<file path="src/rtl/render_pixel.sv">
// rtl/render_pixel.sv - final VGA pixel stage: timing delay, grid/cursor overlay, registered RGB out
module render_pixel #(
    parameter int          FETCH_LATENCY = 2,
    parameter int          LOG_CELL_PX   = 2,
    parameter int          BLINK_FRAMES  = 30,
    parameter logic [11:0] ALIVE_COLOR   = 12'hFFF,
    parameter logic [11:0] GRID_COLOR    = 12'h444,
    parameter logic [11:0] CURSOR_COLOR  = 12'hF00
) (
    input  logic        clk_in,
    input  logic        rst_in,
    input  logic [10:0] hcount_in,
    input  logic [9:0]  vcount_in,
    input  logic        hsync_in,
    input  logic        vsync_in,
    input  logic        blank_in,
    input  logic        is_alive_in,
    input  logic [7:0]  cursor_x_in,
    input  logic [7:0]  cursor_y_in,
    input  logic        show_grid_in,
    input  logic        paused_in,
    output logic        hsync_out,
    output logic        vsync_out,
    output logic        blank_out,
    output logic [11:0] rgb_out
);

    typedef enum logic {
        PH_OFF = 1'b0,
        PH_ON  = 1'b1
    } phase_t;

    logic [10:0] hc_pipe [FETCH_LATENCY];
    logic [9:0]  vc_pipe [FETCH_LATENCY];
    logic        hs_pipe [FETCH_LATENCY];
    logic        vs_pipe [FETCH_LATENCY];
    logic        bl_pipe [FETCH_LATENCY];

    logic [10:0] hc_d;
    logic [9:0]  vc_d;
    logic        hs_d;
    logic        vs_d;
    logic        bl_d;

    phase_t      phase_q;
    phase_t      phase_n;
    logic [7:0]  blink_cnt_q;
    logic [7:0]  blink_cnt_n;
    logic        vs_prev_q;
    logic        frame_tick;
    logic        blink_phase;

    logic [7:0]             hc_cell;
    logic [7:0]             vc_cell;
    logic [LOG_CELL_PX-1:0] hc_lo;
    logic [LOG_CELL_PX-1:0] vc_lo;
    logic                   grid;
    logic                   in_cursor_cell;
    logic                   cursor_edge;
    logic                   cursor_on;
    logic [11:0]            pixel_color;

    // Shift the VGA timing through FETCH_LATENCY stages so it lines up with is_alive_in
    always_ff @(posedge clk_in or posedge rst_in) begin
        if (rst_in) begin
            for (int i = 0; i < FETCH_LATENCY; i++) begin
                hc_pipe[i] <= '0;
                vc_pipe[i] <= '0;
                hs_pipe[i] <= 1'b1;
                vs_pipe[i] <= 1'b1;
                bl_pipe[i] <= 1'b1;
            end
        end else begin
            hc_pipe[0] <= hcount_in;
            vc_pipe[0] <= vcount_in;
            hs_pipe[0] <= hsync_in;
            vs_pipe[0] <= vsync_in;
            bl_pipe[0] <= blank_in;
            for (int i = 1; i < FETCH_LATENCY; i++) begin
                hc_pipe[i] <= hc_pipe[i-1];
                vc_pipe[i] <= vc_pipe[i-1];
                hs_pipe[i] <= hs_pipe[i-1];
                vs_pipe[i] <= vs_pipe[i-1];
                bl_pipe[i] <= bl_pipe[i-1];
            end
        end
    end

    assign hc_d = hc_pipe[FETCH_LATENCY-1];
    assign vc_d = vc_pipe[FETCH_LATENCY-1];
    assign hs_d = hs_pipe[FETCH_LATENCY-1];
    assign vs_d = vs_pipe[FETCH_LATENCY-1];
    assign bl_d = bl_pipe[FETCH_LATENCY-1];

    // Frame tick is the falling edge of the delayed vsync
    assign frame_tick = vs_prev_q & ~vs_d;

    // Blink state register: phase, frame counter and vsync edge history
    always_ff @(posedge clk_in or posedge rst_in) begin
        if (rst_in) begin
            phase_q     <= PH_ON;
            blink_cnt_q <= 8'd0;
            vs_prev_q   <= 1'b1;
        end else begin
            phase_q     <= phase_n;
            blink_cnt_q <= blink_cnt_n;
            vs_prev_q   <= vs_d;
        end
    end

    // Blink next state: count frames, toggle phase on the last frame of each half-period
    always_comb begin
        phase_n     = phase_q;
        blink_cnt_n = blink_cnt_q;
        if (frame_tick) begin
            if (blink_cnt_q == 8'(BLINK_FRAMES - 1)) begin
                blink_cnt_n = 8'd0;
                phase_n     = (phase_q == PH_ON) ? PH_OFF : PH_ON;
            end else begin
                blink_cnt_n = blink_cnt_q + 8'd1;
            end
        end
    end

    // Blink output: cursor visible while in the ON phase
    always_comb begin
        blink_phase = (phase_q == PH_ON);
    end

    // Classify the delayed pixel and pick its colour by priority
    always_comb begin
        hc_cell        = 8'(hc_d >> LOG_CELL_PX);
        vc_cell        = 8'(vc_d >> LOG_CELL_PX);
        hc_lo          = hc_d[LOG_CELL_PX-1:0];
        vc_lo          = vc_d[LOG_CELL_PX-1:0];
        grid           = show_grid_in & ((hc_lo == '0) | (vc_lo == '0));
        in_cursor_cell = (hc_cell == cursor_x_in) & (vc_cell == cursor_y_in);
        cursor_edge    = in_cursor_cell &
                         ((hc_lo == '0) | (&hc_lo) | (vc_lo == '0) | (&vc_lo));
        cursor_on      = cursor_edge & (paused_in | blink_phase);
        pixel_color    = 12'h000;
        if (bl_d) begin
            pixel_color = 12'h000;
        end else if (cursor_on) begin
            pixel_color = CURSOR_COLOR;
        end else if (is_alive_in) begin
            pixel_color = ALIVE_COLOR;
        end else if (grid) begin
            pixel_color = GRID_COLOR;
        end
    end

    // Output register driving the VGA pins
    always_ff @(posedge clk_in or posedge rst_in) begin
        if (rst_in) begin
            hsync_out <= 1'b1;
            vsync_out <= 1'b1;
            blank_out <= 1'b1;
            rgb_out   <= 12'h000;
        end else begin
            hsync_out <= hs_d;
            vsync_out <= vs_d;
            blank_out <= bl_d;
            rgb_out   <= pixel_color;
        end
    end

endmodule

</file>
<file path="config.mk">
export PLATFORM = sky130hd
export DESIGN_NAME = render_pixel
export DESIGN_NICKNAME = d
export VERILOG_FILES = /design/src/rtl/render_pixel.sv
export SDC_FILE = /design/constraint.sdc
export NUM_CORES = 1
export LEC_CHECK = 0
export CORE_ASPECT_RATIO = 1.4
export CORE_UTILIZATION = 40
export CTS_BUF_LIST = sky130_fd_sc_hd__clkbuf_4 sky130_fd_sc_hd__clkbuf_8
export DETAILED_ROUTE_END_ITERATION = 10
export GPL_ROUTABILITY_DRIVEN = 0
export PLACE_DENSITY = 0.69
export RECOVER_POWER = 100
export SYNTH_ARGS = -nofsm -noshare
export SYNTH_HDL_FRONTEND = slang
export SYNTH_SLANG_ARGS = --single-unit
</file>
<file path="constraint.sdc">
create_clock -name clk_in -period 2.82 [get_ports clk_in]
set_clock_uncertainty 0.05 [all_clocks]
set_input_delay 0.705 -clock clk_in [delete_from_list [all_inputs] [get_ports clk_in]]
set_output_delay 0.705 -clock clk_in [all_outputs]
set_load 0.05 [all_outputs]
</file>
# --- After elaboration in Yosys (flattened, before gate mapping) ---
# Cells that the tools add are included.
word_totals:
  ff_bits: 70
  word_cells: 42
classes:
  add_sub_neg: 1
  eq_ne: 3
  muxes: 6
  bitwise: 11
  reduce_logical: 5
ops:
  columns: ["cell", "n"]
  rows:
  - ["2-to-1 mux 12 bit", 3]
  - ["== test 8 bit", 2]
  - ["2-to-1 mux 11 bit", 1]
  - ["adder 8 x 1 -> 8 bit (second input constant)", 1]
  - ["== test 8 x 5 -> 1 bit (second input constant)", 1]
  - ["2-to-1 mux 8 bit", 1]
  - ["AND reduction 2 bit", 3]
  - ["bitwise AND 1 bit", 5]
  - ["OR 1 bit", 5]
  - ["zero test 2 bit", 2]
  - ["2-to-1 mux 1 bit", 1]
  - ["inverter 1 bit", 1]

# --- Logic depth before layout (Yosys ltp) ---
logic_depth:
  ltp_word: 8
  mapped_depth: 6
  ltp_nobuf: 6

# --- Least setup slack after synthesis ---
# No wires, ideal clock.
synth_path:
  path_type: "register to output"
  start: "reg, netlist name rgb_out[7]"
  end: "out rgb_out[1]"
  arrival_ns: 0.959
  required_ns: 2.065
  setup_slack_ns: 1.106
  stages_incl_launch_ff: 2
  path_cell_list: "dfrtp_1 > buf_4"
synth_lines:
  columns: ["item", "line_no", "text"]
  rows:
  - ["to (decl)", "25", "output logic [11:0] rgb_out"]

# --- Final worst setup path ---
layout_path:
  start: "reg vsync_out"
  end: "out vsync_out"
layout_lines:
  columns: ["item", "line_no", "text"]
  rows:
  - ["from (decl)", "23", "output logic vsync_out,"]
  - ["from (signal assigned)", "162", "vsync_out <= vs_d;"]
# No word-level cell between the ends.

==> out/results.tsv <==
metric	value	unit
maximum fanout along the worst path	3	
Iteration-0 DRC Markers	32	
required time of the critical path	2.07	ns
hold path endpoint	hc_d[8]	
Largest delay share family, worst path	buffers and inverters	
drt total wl	3120	µm
outcome	finished clean	
first-pass GRT wire length	5130	µm
multi-input logic area	474	µm²
final-stage net count	256	
RSZ-0062 raised after global routing	false	
clock sinks	62	
Post-synth EDFFs	0	
final setup TNS	0	ns
number of max-cap violations	0	
worst vdd ir	0.354	mV
TritonCTS Buffers	9	
register area	0.00156	mm²
vias	1225	
post-CTS sizing	0	
Syn Area/Cell	14.7	µm²
# hold bufs at CTS	0	
dpl hpwl	2300	µm
H-tree depth	3	
worst r2r dst	blink_cnt_q[1]	
Ys Warns	0	
row count	31	
Via density	4.39	
Fill cells	428	
largest net degree at the start of global routing	25	
arrival time at the worst endpoint	1.73	ns
Die Span X	63.7	µm
Yosys reg bits	62	
WHS Path Cells	0	
Syn Nets	193	
clock-pin slew on the worst setup and hold paths	0.07	ns
CTS tree	done	
Initial Util	41.3	%
die height	88.4	µm
Startpoint Class	register	
Lkg Pwr	1.31	nW
PD cells	719	mW/mm²
Tot Pwr	0.00212	W
crit path time final	2.49	ns
mapped cell area	0.00213	mm²
core footprint	0.00516	mm²
total track usage	13.1	%
die area	0.00563	mm²
Slew @ Worst Pin	0.835	ns
antenna cells	0	
R2R depth	6	
count of unique library cells instantiated by Yosys	26	
worst skew pair latency	0.33	ns
post-CTS setup buffer count	0	
Max Freq	402	MHz
critical-path cell list	dlygate4sd3_1	
CP max stage delay	0.88	ns
First-pass DRT Iterations	4	
Seq/Total Area, Yosys	73.4	%
Main synth FF type	dfrtp_1	
clk root buf	clkbuf_8	
CP Capture Type	output port	
Post-Synthesis Cells	145	
remaining global-route overflow	0	
initial antenna violation count	0	
DRC Markers	0	
critical setup path kind	register to output port	
HP Class	register to register	
Top-Level Pins	60	
startpoint of the worst hold path	hc_pipe[19]	
Pins Over Slew Limit	0	
flop-to-flop setup slack	1.08	ns
most common library cell in the layout ignoring fill and taps	dfrtp_1	
post-route clock period utilization	88.2	%
most frequent cells in the layout	dfrtp_1 (52), dlygate4sd3_1 (40), clkdlybuf4s50_1 (18)	
slew margin rel.	44.2	%
Final ANT Viol Nets	0	
Final Hold Vio Count	0	
Buf+Inv Stages, Crit Path	1	
maximum clock path buffer count	2	
number of global-route vias before repair	1152	
synthesis-to-finish area growth	38.5	%
FFs w/ async S/R, synth	100	%
Buffers on Ports	58	
DR WL/cell	11.2	µm
endpoints failing setup	0	
slowest CP cell	dlygate4sd3_1	
share of cells above drive strength 1	12.2	%
worst flop-to-flop path startpoint	blink_cnt_q[1]	
## final cells by class
type                            count  area share, %
Multi-Input combinational cell     69           16.1
Tap cell                           66           2.80
Sequential cell                    62           53.0
Clock buffer                       12           5.59
Timing Repair Buffer               60           20.0
Inverter                            6          0.763
Clock inverter                      4           1.82
## flip-flops by register name, summed over array words and instances (netlist names)
name / flops
bl_d: 1
bl_pipe: 1
blank_out: 1
blink_cnt_q: 8
blink_phase: 1
hc_d: 10
hc_pipe: 10
hs_d: 1
hs_pipe: 1
hsync_out: 1
rgb_out: 4
vc_d: 10
vc_pipe: 10
vs_d: 1
vs_pipe: 1
vsync_out: 1
## per-layer routing
layer / track usage (%) / up-vias / wire length (µm)
met5: 0 / - / 0
met4: 9.30 / 0 / 66
met3: 5.54 / 7 / 193
met2: 19.5 / 57 / 1540
met1: 15.3 / 577 / 1320
li1: - / 584 / -
## how the worst max path moves through the flow
| stage | from | endpoint | slack, ns | cells past startpoint |
|---|---|---|---|---|
| finish | vsync_out | vsync_out | 0.33 | 1 |
| global route | vsync_out | vsync_out | 0.26 | 1 |
| CTS | vsync_out | vsync_out | 0.39 | 1 |
| detailed placement | cursor_x_in[3] | rgb_out[6] | 0.59 | 5 |
| global placement | cursor_x_in[3] | rgb_out[6] | 0.58 | 5 |
| floorplan | rst_in | blink_cnt_q[0] | 0.54 | 1 |
## report_power, final
part           internal (W)  leakage (nW)  switching (W)  total [W]
logic              0.000134         0.483       0.000138   0.000272
clock network      0.000482         0.105       0.000324   0.000805
registers          0.000983         0.721      0.0000617    0.00105
## Yosys cell counts (3+ instances only)
cell / number / area share, %
dfrtp_1: 52 / 61
xor2_1: 17 / 7.0
nor2_1: 11 / 1.9
dfstp_2: 10 / 12
buf_4: 8 / 2.8
inv_1: 6 / 1.1
nand2_1: 5 / 0.88
xnor2_1: 5 / 2.1
a21oi_1: 4 / 0.94
ha_1: 3 / 1.8
nand3_1: 3 / 0.70
## metrics by stage
| stage | setup slack, ns | hold WS (ns) | instance area, µm² | util (%) | std cells |
|---|---|---|---|---|---|
| 2_1_floorplan | 0.540 | 0.281 | 2130 | - | 145 |
| 3_3_place_gp | 0.580 | 0.281 | 2750 | 53.3 | 263 |
| 3_5_place_dp | 0.591 | 0.285 | 2750 | 53.3 | 263 |
| 4_1_cts | 0.389 | 0.298 | 2970 | 57.6 | 279 |
| 5_1_grt | 0.255 | 0.290 | 2950 | 57.2 | 279 |
| 6_report | 0.333 | 0.294 | 2950 | 57.2 | 279 |
## logic make-up after synthesis
logic type      share of synthesized area (%)
xor+xnor                                 9.80
simple gates                             7.45
buf+inv                                  3.87
fa+ha+maj                                1.76
mux                                     0.470
compound gates                           3.29
flops                                    73.4
Note: power is estimated with default switching activity, not from simulation.
